--- config.mk ---
export PLATFORM = sky130hd
export DESIGN_NAME = lsu_flat
export DESIGN_NICKNAME = d
export VERILOG_FILES = /design/src/rtl/lsu_pkg.sv /design/src/rtl/lsu_if.sv /design/src/rtl/lsu_align.sv /design/src/rtl/lsu.sv /design/src/flat_wrapper.sv
export SDC_FILE = /design/constraint.sdc
export NUM_CORES = 1
export LEC_CHECK = 0
export CAP_MARGIN = 30
export CORE_MARGIN = 2
export CORE_UTILIZATION = 35
export CTS_BUF_LIST = sky130_fd_sc_hd__clkbuf_16
export CTS_CLUSTER_SIZE = 40
export DETAILED_ROUTE_END_ITERATION = 10
export GPL_TIMING_DRIVEN = 0
export PLACE_DENSITY = 0.66
export SKIP_CTS_REPAIR_TIMING = 1
export SLEW_MARGIN = 20
export SYNTH_ARGS = -nofsm -noshare
export SYNTH_HDL_FRONTEND = slang
export SYNTH_HIERARCHICAL = 1
export SYNTH_SLANG_ARGS = --single-unit
--- constraint.sdc ---
create_clock -name i_clock -period 3.65 [get_ports i_clock]
set_input_delay 0.73 -clock i_clock [delete_from_list [all_inputs] [get_ports i_clock]]
set_output_delay 0.73 -clock i_clock [all_outputs]
set_load 0.05 [all_outputs]
--- src/rtl/lsu_pkg.sv ---
// Shared RV32I load/store definitions: funct3 encodings, LSU FSM states and
// exception codes reported to the core.
package lsu_pkg;

   localparam int NB_WORD   = 32;
   localparam int NB_FUNCT3 = 3;
   localparam int NB_REG    = 5;
   localparam int NB_BE     = NB_WORD / 8;

   localparam logic [2:0] F3_LB  = 3'b000;
   localparam logic [2:0] F3_LH  = 3'b001;
   localparam logic [2:0] F3_LW  = 3'b010;
   localparam logic [2:0] F3_LBU = 3'b100;
   localparam logic [2:0] F3_LHU = 3'b101;
   localparam logic [2:0] F3_SB  = 3'b000;
   localparam logic [2:0] F3_SH  = 3'b001;
   localparam logic [2:0] F3_SW  = 3'b010;

   typedef enum logic [1:0] {
      IDLE     = 2'd0,
      REQ      = 2'd1,
      WAIT_RSP = 2'd2
   } lsu_state_t;

   localparam logic [1:0] EXC_LD_MISALIGN = 2'b01;
   localparam logic [1:0] EXC_ST_MISALIGN = 2'b10;
   localparam logic [1:0] EXC_ILLEGAL     = 2'b11;

endpackage

--- src/rtl/lsu_if.sv ---
// Single-port data-memory bus: request/grant on the way out, rvalid/rdata back.
// Signal prefixes are from the LSU's point of view.
interface lsu_if #(
   parameter int NB_WORD = 32,
   parameter int NB_BE   = NB_WORD / 8
) ();
   logic               o_mem_req;
   logic               o_mem_we;
   logic [NB_WORD-1:0] o_mem_addr;
   logic [NB_BE-1:0]   o_mem_be;
   logic [NB_WORD-1:0] o_mem_wdata;
   logic               i_mem_gnt;
   logic               i_mem_rvalid;
   logic [NB_WORD-1:0] i_mem_rdata;

   modport master (
      output o_mem_req, o_mem_we, o_mem_addr, o_mem_be, o_mem_wdata,
      input  i_mem_gnt, i_mem_rvalid, i_mem_rdata
   );

   modport slave (
      input  o_mem_req, o_mem_we, o_mem_addr, o_mem_be, o_mem_wdata,
      output i_mem_gnt, i_mem_rvalid, i_mem_rdata
   );
endinterface

--- src/rtl/lsu_align.sv ---
// Purely combinational lane logic: store byte enables / replicated write data,
// load extraction with sign/zero extension, and legality/alignment flags.
module lsu_align #(
   parameter int NB_WORD   = 32,
   parameter int NB_FUNCT3 = 3,
   parameter int NB_BE     = NB_WORD / 8
) (
   input  logic                 i_is_load,
   input  logic                 i_is_store,
   input  logic [NB_FUNCT3-1:0] i_funct3,
   input  logic [1:0]           i_addr_lo,
   input  logic [NB_WORD-1:0]   i_store_data,
   input  logic [NB_WORD-1:0]   i_rdata,
   output logic [NB_BE-1:0]     o_be,
   output logic [NB_WORD-1:0]   o_wdata,
   output logic [NB_WORD-1:0]   o_load_data,
   output logic                 o_misaligned,
   output logic                 o_illegal
);
   import lsu_pkg::*;

   logic [NB_WORD-1:0] w_shifted;
   logic               w_ld_legal;
   logic               w_st_legal;

   assign w_shifted  = i_rdata >> {i_addr_lo, 3'b000};
   assign w_ld_legal = i_funct3 inside {F3_LB, F3_LH, F3_LW, F3_LBU, F3_LHU};
   assign w_st_legal = i_funct3 inside {F3_SB, F3_SH, F3_SW};

   assign o_illegal = (i_is_load & i_is_store)
                    | (i_is_load & ~w_ld_legal)
                    | (i_is_store & ~w_st_legal);

   assign o_misaligned = ((i_funct3[1:0] == F3_LH[1:0]) && i_addr_lo[0])
                       || ((i_funct3[1:0] == F3_LW[1:0]) && (i_addr_lo != 2'b00));

   always_comb begin
      o_be    = '1;
      o_wdata = i_store_data;
      case (i_funct3[1:0])
         F3_SB[1:0]: begin
            o_be    = {{(NB_BE-1){1'b0}}, 1'b1} << i_addr_lo;
            o_wdata = {NB_BE{i_store_data[7:0]}};
         end
         F3_SH[1:0]: begin
            o_be    = {{(NB_BE-2){1'b0}}, 2'b11} << i_addr_lo;
            o_wdata = {(NB_BE/2){i_store_data[15:0]}};
         end
         default: ;
      endcase
   end

   always_comb begin
      o_load_data = w_shifted;
      case (i_funct3)
         F3_LB:   o_load_data = {{(NB_WORD-8){w_shifted[7]}}, w_shifted[7:0]};
         F3_LH:   o_load_data = {{(NB_WORD-16){w_shifted[15]}}, w_shifted[15:0]};
         F3_LBU:  o_load_data = {{(NB_WORD-8){1'b0}}, w_shifted[7:0]};
         F3_LHU:  o_load_data = {{(NB_WORD-16){1'b0}}, w_shifted[15:0]};
         default: ;
      endcase
   end
endmodule

--- src/rtl/lsu.sv ---
// RV32I load/store unit: one memory transaction in flight, accept-time
// legality/alignment checks, registered writeback and exception pulses.
module lsu #(
   parameter int NB_WORD   = 32,
   parameter int NB_FUNCT3 = 3,
   parameter int NB_REG    = 5,
   parameter int NB_BE     = NB_WORD / 8
) (
   input  logic                 i_clock,
   input  logic                 i_reset_n,
   input  logic                 i_valid,
   output logic                 o_ready,
   input  logic                 i_is_load,
   input  logic                 i_is_store,
   input  logic [NB_FUNCT3-1:0] i_funct3,
   input  logic [NB_WORD-1:0]   i_addr,
   input  logic [NB_WORD-1:0]   i_store_data,
   input  logic [NB_REG-1:0]    i_rd,
   lsu_if.master                mem_bus,
   output logic                 o_wb_valid,
   output logic [NB_REG-1:0]    o_wb_rd,
   output logic [NB_WORD-1:0]   o_wb_data,
   output logic                 o_exc_valid,
   output logic [1:0]           o_exc_code
);
   import lsu_pkg::*;

   lsu_state_t           r_state;
   logic                 r_mem_req;
   logic                 r_mem_we;
   logic [NB_WORD-1:0]   r_mem_addr;
   logic [NB_BE-1:0]     r_mem_be;
   logic [NB_WORD-1:0]   r_mem_wdata;
   logic [NB_REG-1:0]    r_rd;
   logic [NB_FUNCT3-1:0] r_funct3;
   logic [1:0]           r_addr_lo;
   logic                 r_wb_valid;
   logic [NB_WORD-1:0]   r_wb_data;
   logic                 r_exc_valid;
   logic [1:0]           r_exc_code;

   logic [NB_FUNCT3-1:0] w_sel_funct3;
   logic [1:0]           w_sel_addr_lo;
   logic [NB_BE-1:0]     w_be;
   logic [NB_WORD-1:0]   w_wdata;
   logic [NB_WORD-1:0]   w_load_data;
   logic                 w_misaligned;
   logic                 w_illegal;

   assign o_ready = (r_state == IDLE);

   // While idle the aligner checks the incoming op; once busy it extracts
   // load data using the op captured at accept time.
   assign w_sel_funct3  = (r_state == IDLE) ? i_funct3    : r_funct3;
   assign w_sel_addr_lo = (r_state == IDLE) ? i_addr[1:0] : r_addr_lo;

   lsu_align #(
      .NB_WORD   (NB_WORD),
      .NB_FUNCT3 (NB_FUNCT3),
      .NB_BE     (NB_BE)
   ) u_align (
      .i_is_load    (i_is_load),
      .i_is_store   (i_is_store),
      .i_funct3     (w_sel_funct3),
      .i_addr_lo    (w_sel_addr_lo),
      .i_store_data (i_store_data),
      .i_rdata      (mem_bus.i_mem_rdata),
      .o_be         (w_be),
      .o_wdata      (w_wdata),
      .o_load_data  (w_load_data),
      .o_misaligned (w_misaligned),
      .o_illegal    (w_illegal)
   );

   always_ff @(posedge i_clock or negedge i_reset_n) begin
      if (!i_reset_n) begin
         r_state     <= IDLE;
         r_mem_req   <= 1'b0;
         r_mem_we    <= 1'b0;
         r_mem_addr  <= '0;
         r_mem_be    <= '0;
         r_mem_wdata <= '0;
         r_rd        <= '0;
         r_funct3    <= '0;
         r_addr_lo   <= '0;
         r_wb_valid  <= 1'b0;
         r_wb_data   <= '0;
         r_exc_valid <= 1'b0;
         r_exc_code  <= '0;
      end else begin
         r_wb_valid  <= 1'b0;
         r_exc_valid <= 1'b0;
         case (r_state)
            IDLE: begin
               if (i_valid && (i_is_load || i_is_store)) begin
                  if (w_illegal) begin
                     r_exc_valid <= 1'b1;
                     r_exc_code  <= EXC_ILLEGAL;
                  end else if (w_misaligned) begin
                     r_exc_valid <= 1'b1;
                     r_exc_code  <= i_is_load ? EXC_LD_MISALIGN : EXC_ST_MISALIGN;
                  end else begin
                     r_mem_req   <= 1'b1;
                     r_mem_we    <= i_is_store;
                     r_mem_addr  <= {i_addr[NB_WORD-1:2], 2'b00};
                     r_mem_be    <= w_be;
                     r_mem_wdata <= w_wdata;
                     r_rd        <= i_rd;
                     r_funct3    <= i_funct3;
                     r_addr_lo   <= i_addr[1:0];
                     r_state     <= REQ;
                  end
               end
            end
            REQ: begin
               if (mem_bus.i_mem_gnt) begin
                  r_mem_req <= 1'b0;
                  r_state   <= r_mem_we ? IDLE : WAIT_RSP;
               end
            end
            WAIT_RSP: begin
               if (mem_bus.i_mem_rvalid) begin
                  r_wb_valid <= 1'b1;
                  r_wb_data  <= w_load_data;
                  r_state    <= IDLE;
               end
            end
            default: r_state <= IDLE;
         endcase
      end
   end

   assign mem_bus.o_mem_req   = r_mem_req;
   assign mem_bus.o_mem_we    = r_mem_we;
   assign mem_bus.o_mem_addr  = r_mem_addr;
   assign mem_bus.o_mem_be    = r_mem_be;
   assign mem_bus.o_mem_wdata = r_mem_wdata;
   assign o_wb_valid          = r_wb_valid;
   assign o_wb_rd             = r_rd;
   assign o_wb_data           = r_wb_data;
   assign o_exc_valid         = r_exc_valid;
   assign o_exc_code          = r_exc_code;
endmodule

--- src/flat_wrapper.sv ---
// flat-port wrapper written by rule: the top's interface ports become plain ports
module lsu_flat import lsu_pkg::*;
#(
   parameter int NB_WORD   = 32,
   parameter int NB_FUNCT3 = 3,
   parameter int NB_REG    = 5,
   parameter int NB_BE     = NB_WORD / 8
)
  (i_clock, i_reset_n, i_valid, o_ready, i_is_load, i_is_store, i_funct3, i_addr, i_store_data, i_rd, o_wb_valid, o_wb_rd, o_wb_data, o_exc_valid, o_exc_code, mem_bus_o_mem_req, mem_bus_o_mem_we, mem_bus_o_mem_addr, mem_bus_o_mem_be, mem_bus_o_mem_wdata, mem_bus_i_mem_gnt, mem_bus_i_mem_rvalid, mem_bus_i_mem_rdata);
  lsu_if #(.NB_WORD(NB_WORD), .NB_BE(NB_BE)) mem_bus_i ();
  input  logic i_clock;
  input  logic i_reset_n;
  input  logic i_valid;
  output logic o_ready;
  input  logic i_is_load;
  input  logic i_is_store;
  input  logic [NB_FUNCT3-1:0] i_funct3;
  input  logic [NB_WORD-1:0] i_addr;
  input  logic [NB_WORD-1:0] i_store_data;
  input  logic [NB_REG-1:0] i_rd;
  output logic o_wb_valid;
  output logic [NB_REG-1:0] o_wb_rd;
  output logic [NB_WORD-1:0] o_wb_data;
  output logic o_exc_valid;
  output logic [1:0] o_exc_code;
  output wire logic [$bits(mem_bus_i.o_mem_req)-1:0] mem_bus_o_mem_req;
  output wire logic [$bits(mem_bus_i.o_mem_we)-1:0] mem_bus_o_mem_we;
  output wire logic [$bits(mem_bus_i.o_mem_addr)-1:0] mem_bus_o_mem_addr;
  output wire logic [$bits(mem_bus_i.o_mem_be)-1:0] mem_bus_o_mem_be;
  output wire logic [$bits(mem_bus_i.o_mem_wdata)-1:0] mem_bus_o_mem_wdata;
  input wire logic [$bits(mem_bus_i.i_mem_gnt)-1:0] mem_bus_i_mem_gnt;
  input wire logic [$bits(mem_bus_i.i_mem_rvalid)-1:0] mem_bus_i_mem_rvalid;
  input wire logic [$bits(mem_bus_i.i_mem_rdata)-1:0] mem_bus_i_mem_rdata;
  assign mem_bus_o_mem_req = mem_bus_i.o_mem_req;
  assign mem_bus_o_mem_we = mem_bus_i.o_mem_we;
  assign mem_bus_o_mem_addr = mem_bus_i.o_mem_addr;
  assign mem_bus_o_mem_be = mem_bus_i.o_mem_be;
  assign mem_bus_o_mem_wdata = mem_bus_i.o_mem_wdata;
  assign mem_bus_i.i_mem_gnt = mem_bus_i_mem_gnt;
  assign mem_bus_i.i_mem_rvalid = mem_bus_i_mem_rvalid;
  assign mem_bus_i.i_mem_rdata = mem_bus_i_mem_rdata;
  lsu #(.NB_WORD(NB_WORD), .NB_FUNCT3(NB_FUNCT3), .NB_REG(NB_REG), .NB_BE(NB_BE)) u_core (.i_clock(i_clock), .i_reset_n(i_reset_n), .i_valid(i_valid), .o_ready(o_ready), .i_is_load(i_is_load), .i_is_store(i_is_store), .i_funct3(i_funct3), .i_addr(i_addr), .i_store_data(i_store_data), .i_rd(i_rd), .mem_bus(mem_bus_i), .o_wb_valid(o_wb_valid), .o_wb_rd(o_wb_rd), .o_wb_data(o_wb_data), .o_exc_valid(o_exc_valid), .o_exc_code(o_exc_code));
endmodule
==> qor.txt <==
status = complete, no violations
combinational share of power = 0.598
H-tree levels = 4
clock slew at reported path FFs = 0.05 ns
Pleak = 3.79 nW
Netlist Area Pre-Place = 0.00576 sq mm
GR Overflow Total = 0
PwrDens = 1100 mW/mm^2
most common cell in the netlist = mux2_2
Pre-antenna DRT Iters = 4
Rows = 46
CTS tree = built
Core Region = 0.0160 sq mm
Avg Inst Size Synth = 12.6 sq um
CTS buffer count = 17
drt total wl = 16,500 microns
leading cell types by count after synthesis = mux2_2, dfrtp_1, nand2_1
Pint = 5.25 mW
Final Wtd Congestion = 0.865
Skew-Pair Late Insertion Delay = 0.42 ns
GRT Util Overall = 0.193
area share of the largest cell type after synthesis = 0.504
share of post-route cells with drive strength above 1 = 0.310
final core utilization = 0.554
final hold vios = 0
count of final setup violators = 0
Yosys cell types = 34
Post-synth EDFFs = 0
post-DR wirelength/cell = 17.8 microns
kind of critical path = in2reg
switching share of power = 0.460
Critical Path Start Type = input port
full die area = 0.0175 sq mm
Sw Pwr = 4.47 mW
Synth async-reset ratio = 1.00
Yosys reg bits = 116
Worst Path Arrival = 3.71 ns
antenna cells = 0
ANT nets after route = 0
R2R depth = 12
drt drc = 0
global-route wire length before repair = 26,200 microns
Die W = 132 microns
Top FF cell, synth = dfrtp_1
Max Slew Vio Count = 0
Max Cap Viol = 0
Layout area overhead = 53.8%
antenna violations before repair = 0
worst rel slew slack = 0.495
most area-consuming cells after synthesis = dfrtp_1, mux2_2, mux2i_1, mux2_4, a21oi_1
Synth Instances = 459
final worst path period share = 0.939
crit path max fanout = 10
Peak VDD IR = 0.000682 V
IO Port Bufs = 220
f_max = 292 MHz
I/O Pins = 223
RSZ-0062 raised after global routing = false
Clock power frac = 0.170
dpl cells = 897
Hold Slack = 0.322 ns
clock root cell = clkbuf_16
chip height = 132 microns
register area share after synthesis = 0.504
largest net degree at the start of global routing = 70
clock sinks = 116
Layout Cells excl Fill = 929
clock skew = 0.0145 ns
sequential share of power = 0.233
HPWL after DPL = 12,600 microns
Vias/cell = 4.84
Worst setup EP type = flip-flop
post-synth top area cell = dfrtp_1
via count = 4,500
CP Data Required Time = 3.94 ns
DR iter-0 viols = 222
HP Class = in2async
actual slew at the worst max-slew pin = 0.756 ns
YS warnings = 6
Final Critical Period = 3.43 ns
Initial Util = 0.360
clk buf depth = 2
vias in the first global route = 4,792
Nets = 811
==> per-layer routing <==
| layer | share of wire | GRT usage |
|---|---|---|
| met4 | 0.022 | 0.0705 |
| met2 | 0.50 | 0.320 |
| met5 | 0 | 0 |
| met1 | 0.42 | 0.236 |
| met3 | 0.060 | 0.0604 |
==> registers in the layout, summed over array words and instances, names as in the netlist <==
| register | cells |
|---|---|
| u_core/mem_bus.o_mem_addr | 30 |
| u_core/o_wb_valid | 1 |
| u_core/o_exc_code | 2 |
| u_core/mem_bus.o_mem_wdata | 32 |
| u_core/r_state | 2 |
| u_core/o_wb_data | 32 |
| u_core/o_exc_valid | 1 |
| u_core/r_addr_lo | 2 |
| u_core/mem_bus.o_mem_req | 1 |
| u_core/mem_bus.o_mem_be | 4 |
| u_core/mem_bus.o_mem_we | 1 |
| u_core/o_wb_rd | 5 |
| u_core/r_funct3 | 3 |
==> worst paths after layout <==
check	startpoint	endpoint	slack [ns]
max in group asynchronous	i_reset_n	u_core/mem_bus.o_mem_addr[23]$_DFFE_PN0P_	2.65
hold / removal	i_reset_n	u_core/o_wb_data[21]$_DFFE_PN0P_	0.32
min in group i_clock	u_core/mem_bus.o_mem_addr[29]$_DFFE_PN0P_	u_core/mem_bus.o_mem_addr[29]$_DFFE_PN0P_	0.50
setup / recovery	i_funct3[1]	u_core/o_wb_rd[3]$_DFFE_PN0P_	0.22
hold reg to reg	u_core/mem_bus.o_mem_addr[29]$_DFFE_PN0P_	u_core/mem_bus.o_mem_addr[29]$_DFFE_PN0P_	0.50
setup reg to reg	u_core/r_state[1]$_DFFE_PN0P_	u_core/o_wb_rd[3]$_DFFE_PN0P_	0.28
==> through the flow <==
stage	power [mW]	setup TNS [ns]	cell area (sq um)	setup WS (ns)
finish	9.72	0	8860	0.223
global route	10.2	0	8860	0.0512
CTS	9.82	0	8860	0.187
detailed placement	8.11	-10.78	8270	-0.256
global placement	8.02	-320.00	8240	-2.71
floorplan	6.18	0	5760	0.600
==> cell usage in the layout (no fill, tap or decap), types with 3 or more instances in the layout <==
master,instances
mux2_4,8
nor2b_1,11
a211oi_1,7
nand4_1,17
a21oi_1,23
mux2i_1,19
buf_2,21
bufinv_16,3
clkinv_2,3
clkbuf_1,4
clkbuf_16,17
clkdlybuf4s50_1,219
dfrtp_1,116
inv_1,5
mux2_2,133
nor2_1,6
or2_2,8
o21ai_0,17
clkinvlp_4,6
buf_6,4
buf_4,12
nand2_1,29
==> kinds of logic (layout without fill, tap and decap cells) <==
family | Yosys count | count (layout) | share of synthesized area
xor+xnor | 2 | 2 | 0.00304
mux | 160 | 160 | 0.314
simple gates | 82 | 82 | 0.0769
other cells | 1 | 2 | 0.000651
compound gates | 52 | 52 | 0.0554
buf+inv | 46 | 299 | 0.0463
flops | 116 | 116 | 0.504
==> power by group through the flow <==
stage	registers [mW]	logic [mW]	clock network, mW
finish	2.26	5.81	1.65
global route	2.34	6.08	1.77
CTS	2.27	5.85	1.70
detailed placement	2.28	5.83	0
global placement	2.24	5.78	0
floorplan	4.33	1.84	0
==> area by class of cell <==
class | instances | area (sq um)
Fill cell | 1369 | 7140
Sequential cell | 116 | 2900
Multi-Input combinational cell | 298 | 2590
Timing Repair Buffer | 221 | 2230
Clock buffer | 17 | 425
Tap cell | 216 | 270
Buffer | 42 | 251
Clock inverter | 15 | 166
Inverter | 4 | 15.0
==> worst max-delay path, cell delays in order <==
cell and delay (ns):
clkdlybuf4s50_1 0.47, mux2_2 0.21, buf_2 0.28, buf_1 0.52
xnor2_1 0.18, o21ai_0 0.13, nor2_1 0.23, o2111ai_4 0.21
buf_4 0.25, buf_6 0.17, mux2_4 0.31
Note: power is estimated with default switching activity, not from simulation.
==> variant 1, RTL diff (config.mk and constraints unchanged) <==
The 3 states of `lsu_state_t` get a one-hot encoding in 3 bits.
--- a/src/rtl/lsu_pkg.sv
+++ b/src/rtl/lsu_pkg.sv
@@ -16,10 +16,10 @@
    localparam logic [2:0] F3_SH  = 3'b001;
    localparam logic [2:0] F3_SW  = 3'b010;
 
-   typedef enum logic [1:0] {
-      IDLE     = 2'd0,
-      REQ      = 2'd1,
-      WAIT_RSP = 2'd2
+   typedef enum logic [2:0] {
+      IDLE     = 3'b001,
+      REQ      = 3'b010,
+      WAIT_RSP = 3'b100
    } lsu_state_t;
 
    localparam logic [1:0] EXC_LD_MISALIGN = 2'b01;
Check against the original RTL: same outputs for any inputs over 4 cycles, from zero or initial values and one cycle with i_reset_n low; so few cycles prove little.
==> variant 1 against the unedited design <==
Routed wire length is 3.3% higher. Sequential cell count increased by 1. Power down 2.3%. Die area is 2.4% higher. Clock power grew 12%. Worst setup slack worse by 0.13 ns. Fmax shrank 3.8%. Synthesized area rose by 2.5%. Via count grew 3.8%. First-iteration DRC count shrank 17%. Global-route usage increased by 0.24 points. Cell area rose by 3.0%.
==> variant 1: results (changes against the unedited design) <==
* Clock tree skew after final layout at 0.00540 ns (-0.00908 ns)
* Pleak at 3.88 nW (+2.4%)
* Area fraction in compound gates after synthesis at 0.0612 (+0.00586)
* Number of clock sinks at 117 (+0.86%)
* Metal1 wirelength at 6980 microns (+0.40%)
* Internal power of the cells at 0.00532 W (+1.3%)
* Relative area of non-clock buffer cells in the final design at 0.283 (+0.00298)
* Non-clock buffer count in the final layout at 269 (+2.3%)
* Outcome: finished clean
* Register-to-register setup slack at 0.09 ns (-0.19 ns)
* Worst hold-check slack at 0.243 ns (-0.0798 ns)
* Share of synthesized area occupied by flip-flops and latches at 0.496 (-0.00783)
* Total half-perimeter wirelength after legalization and detailed placement at 13000 microns (+3.3%)
* Destination of the worst register-to-register timing path: u_core/o_wb_rd[2]
* Switching part of the total at 0.440 (-0.0200)
* First-pass GRT wire length at 26900 microns (+3.0%)
* Net count, final at 828 (+2.1%)
* Cell Count Post-Placement at 914 (+1.9%)
* Mux cell area share after synthesis at 0.304 (-0.00998)
* Fill count at 1406 (+2.7%)
* Final GP Congestion at 0.888 (+2.7%)
* Multi-Input Combinational at 309 (+3.7%)
* Peak supply drop at 0.560 mV (-18%)
* Combinational group share of total power at 0.585 (-0.013)
* Iter 0 DRT Violations at 184 (-17%)
* Parity-gate share of the synthesized area counting xor and xnor cells at 0.00297 (-0.0000741)
* Commonest cells in the netlist: sky130_fd_sc_hd__mux2_2, sky130_fd_sc_hd__dfrtp_1, sky130_fd_sc_hd__nand2_1
* Tightest Pin Transition at 0.774 ns (+0.0176 ns)
* Number of distinct library cells after synthesis at 45 (+32%)
* All-Layer GR Usage at 0.195 (+0.00237)
* Placement Cell Area at 0.00843 sq mm (+2.0%)
* Area taken by multi-input logic gates at 0.00267 sq mm (+3.0%)
* Vias per Instance at 4.92 (+1.5%)
* Share of cells above drive strength 1 at 0.305 (-0.00448)
* Vias in the first global route at 5041 (+5.2%)
* Global-route track usage on met2 at 0.335 (+0.0147)
* Non-clock inverter count in the final layout at 3 (-1)
* Layout overhead on the synthesized area at 54.6%
* Cell Count, Final, Fillers Out at 950 (+2.3%)
* WL met3 at 1040 microns (+5.4%)
* Critical Path AT at 3.85 ns (+0.14 ns)
* Clock buffer and inverter area fraction after layout at 0.0716 (+0.00475)
* Synth top area cells: sky130_fd_sc_hd__dfrtp_1, sky130_fd_sc_hd__mux2_2, sky130_fd_sc_hd__mux2i_1
* Count of cells along the worst register-to-register path at 15 (+3)
-- variant 1: cell types whose count changed after synthesis, moves of 3 or more --
| cell | unedited run | this run |
|---|---|---|
| sky130_fd_sc_hd__mux2_2 | 133 | 121 |
| sky130_fd_sc_hd__mux2_1 | 0 | 9 |
| sky130_fd_sc_hd__buf_2 | 21 | 15 |
| sky130_fd_sc_hd__buf_4 | 12 | 18 |
| sky130_fd_sc_hd__nor2_1 | 6 | 9 |
-- variant 1: how the worst max path moves through the flow --
stage	end	slack, ns
after floorplan	u_core/mem_bus.o_mem_wdata[0]	0.02
after global placement	u_core/mem_bus.o_mem_addr[8]	-2.73
after detailed placement	u_core/o_wb_rd[2]	-0.37
after CTS	u_core/o_wb_rd[2]	-0.36
after global routing	u_core/r_funct3[1]	-0.04
final	u_core/o_wb_rd[2]	0.09
-- variant 1: critical path, cell delays in order (launching register included) --
cell,delay (ns)
sky130_fd_sc_hd__dfstp_2,0.51
sky130_fd_sc_hd__buf_4,0.15
sky130_fd_sc_hd__nor3b_4,0.18
sky130_fd_sc_hd__buf_4,0.19
sky130_fd_sc_hd__buf_4,0.14
sky130_fd_sc_hd__mux2_2,0.32
sky130_fd_sc_hd__buf_2,0.19
sky130_fd_sc_hd__clkbuf_4,0.24
sky130_fd_sc_hd__xnor2_1,0.16
sky130_fd_sc_hd__o21ai_2,0.27
sky130_fd_sc_hd__nor2_4,0.09
sky130_fd_sc_hd__and3_1,0.20
sky130_fd_sc_hd__buf_4,0.17
sky130_fd_sc_hd__buf_12,0.16
sky130_fd_sc_hd__buf_8,0.14
sky130_fd_sc_hd__mux2_1,0.32
==> variant 2, RTL diff (config.mk and constraints unchanged) <==
Made on the original files. `NB_WORD` is set to 32 in 5 places; all go to 64.
--- a/src/rtl/lsu_pkg.sv
+++ b/src/rtl/lsu_pkg.sv
@@ -2,7 +2,7 @@
 // exception codes reported to the core.
 package lsu_pkg;
 
-   localparam int NB_WORD   = 32;
+   localparam int NB_WORD   = 64;
    localparam int NB_FUNCT3 = 3;
    localparam int NB_REG    = 5;
    localparam int NB_BE     = NB_WORD / 8;
--- a/src/rtl/lsu_if.sv
+++ b/src/rtl/lsu_if.sv
@@ -1,7 +1,7 @@
 // Single-port data-memory bus: request/grant on the way out, rvalid/rdata back.
 // Signal prefixes are from the LSU's point of view.
 interface lsu_if #(
-   parameter int NB_WORD = 32,
+   parameter int NB_WORD = 64,
    parameter int NB_BE   = NB_WORD / 8
 ) ();
    logic               o_mem_req;
--- a/src/rtl/lsu_align.sv
+++ b/src/rtl/lsu_align.sv
@@ -1,7 +1,7 @@
 // Purely combinational lane logic: store byte enables / replicated write data,
 // load extraction with sign/zero extension, and legality/alignment flags.
 module lsu_align #(
-   parameter int NB_WORD   = 32,
+   parameter int NB_WORD   = 64,
    parameter int NB_FUNCT3 = 3,
    parameter int NB_BE     = NB_WORD / 8
 ) (
--- a/src/rtl/lsu.sv
+++ b/src/rtl/lsu.sv
@@ -1,7 +1,7 @@
 // RV32I load/store unit: one memory transaction in flight, accept-time
 // legality/alignment checks, registered writeback and exception pulses.
 module lsu #(
-   parameter int NB_WORD   = 32,
+   parameter int NB_WORD   = 64,
    parameter int NB_FUNCT3 = 3,
    parameter int NB_REG    = 5,
    parameter int NB_BE     = NB_WORD / 8
--- a/src/flat_wrapper.sv
+++ b/src/flat_wrapper.sv
@@ -1,7 +1,7 @@
 // flat-port wrapper written by rule: the top's interface ports become plain ports
 module lsu_flat import lsu_pkg::*;
 #(
-   parameter int NB_WORD   = 32,
+   parameter int NB_WORD   = 64,
    parameter int NB_FUNCT3 = 3,
    parameter int NB_REG    = 5,
    parameter int NB_BE     = NB_WORD / 8
Interface: changed (7 resized); port bits go from 223 to 419. No check against the original RTL was run, so the function may have changed too.
==> variant 2 against the unedited design <==
Sequential share of layout area fell by 0.22 points. Worst setup slack barely moved. Routed wire length rose by 120%. Clock power rose by 75%. Non-clock buffer count rose by 226. Cell area rose by 87%. Synthesized area rose by 90%. Power rose by 89%. Sequential cell count rose by 100. Global-route usage rose by 3.0 points. Largest cell class unchanged. Highest routed layer unchanged.
==> variant 2: results (changes against the unedited design) <==
* Cell Count, Final, Fillers Out at 1771 (+91%)
* Commonest cells in the netlist: sky130_fd_sc_hd__dfrtp_1, sky130_fd_sc_hd__mux2_2, sky130_fd_sc_hd__nand2_1
* Final GP Congestion at 0.866 (+0.21%)
* First-pass GRT wire length at 56600 microns (+120%)
* Mean post-synth cell area at 12.0 sq um (-4.4%)
* Worst slack at placement at -0.866 ns (-0.610 ns)
* Relative slew slack at 0.480 (-0.0150)
* Initial antenna violation count at 2 (+2)
* Iter 0 DRT Violations at 446 (+100%)
* Vias per Instance at 5.01 (+3.4%)
* Power attributed to combinational cells at 0.0112 W (+93%)
* Vias in the first global route at 9477 (+98%)
* Number of port buffers at 416 (+89%)
* Sequential share of power at 0.230 (-0.003)
* Max stage delay on crit path at 0.47 ns (-0.05 ns)
* Share of cells above drive strength 1 at 0.254 (-0.0558)
* Clock tree skew after final layout at 0.00667 ns (-0.00782 ns)
* Mux cell area share after synthesis at 0.300 (-0.0139)
* Pin count of the biggest net entering global routing at 94 (+34%)
* Parity-gate share of the synthesized area counting xor and xnor cells at 0 (-0.00304)
* All-Layer GR Usage at 0.223 (+0.0301)
* Net count, final at 1561 (+92%)
* Synth top area cells: sky130_fd_sc_hd__dfrtp_1, sky130_fd_sc_hd__mux2_2, sky130_fd_sc_hd__mux2_4
* Number of distinct library cells after synthesis at 47 (+38%)
* Share of synthesized area occupied by flip-flops and latches at 0.495 (-0.00901)
* Placement Cell Area at 0.0156 sq mm (+89%)
* Outcome: finished clean
* Crit. Startpoint: u_core/r_state[1]
* Number of buffers between clock root and the deepest sink at 3 (+1)
* Critical Path AT at 3.85 ns (+0.14 ns)
* Number of buffers inserted during clock tree synthesis at 25 (+8)
[variant 2: cell types whose count changed after synthesis, sizes merged, moves of 21 or more]
cell and delta:
dfrtp +100, nand2 +90, inv +35, o21ai +23
mux2i +21, mux2 +91
[variant 2: metrics by stage]
stage	power (W)	TNS, ns
6_report	0.0183	0
3_5_place_dp	0.0155	-108.72
3_3_place_gp	0.0154	-1791.93
4_1_cts	0.0185	-54.64
2_1_floorplan	0.0117	0
5_1_grt	0.0192	0
[variant 2: final cells by class]
cell class,instances,area [sq um]
Antenna cell,2,5.00
Buffer,71,497
Clock buffer,25,626
Clock inverter,21,312
Fill cell,2682,14100
Inverter,39,146
Multi-Input combinational cell,583,4890
Sequential cell,216,5410
Tap cell,396,495
Timing Repair Buffer,418,4220
[variant 2: kinds of logic after synthesis]
family | Yosys count
buffers and inverters | 112
DFF | 216
and+or+nand+nor | 187
muxes | 275
other | 1
AOI/OAI and AO/OA | 119
[variant 2: metal layers]
layer / GRT usage / share of wire / vias up
met3: 0.0627 / 0.084 / 59
met4: 0.0587 / 0.023 / 0
met2: 0.388 / 0.50 / 379
met1: 0.269 / 0.40 / 4386
met5: 0 / 0 / -
li1: - / - / 4042
[variant 2: path summary, 6_finish.rpt]
| check | endpoint | cells past startpoint | slack (ns) |
|---|---|---|---|
| worst max-delay path | u_core/mem_bus.o_mem_wdata[35] | 13 | 0.22 |
| worst min-delay path | u_core/mem_bus.o_mem_addr[38] | 1 | 0.06 |
| worst max register to register | u_core/mem_bus.o_mem_wdata[35] | 13 | 0.22 |
| worst min register to register | u_core/o_wb_data[17] | 1 | 0.50 |
| max in group asynchronous | u_core/mem_bus.o_mem_wdata[13] | 2 | 2.78 |
| min in group i_clock | u_core/o_wb_data[17] | 1 | 0.50 |
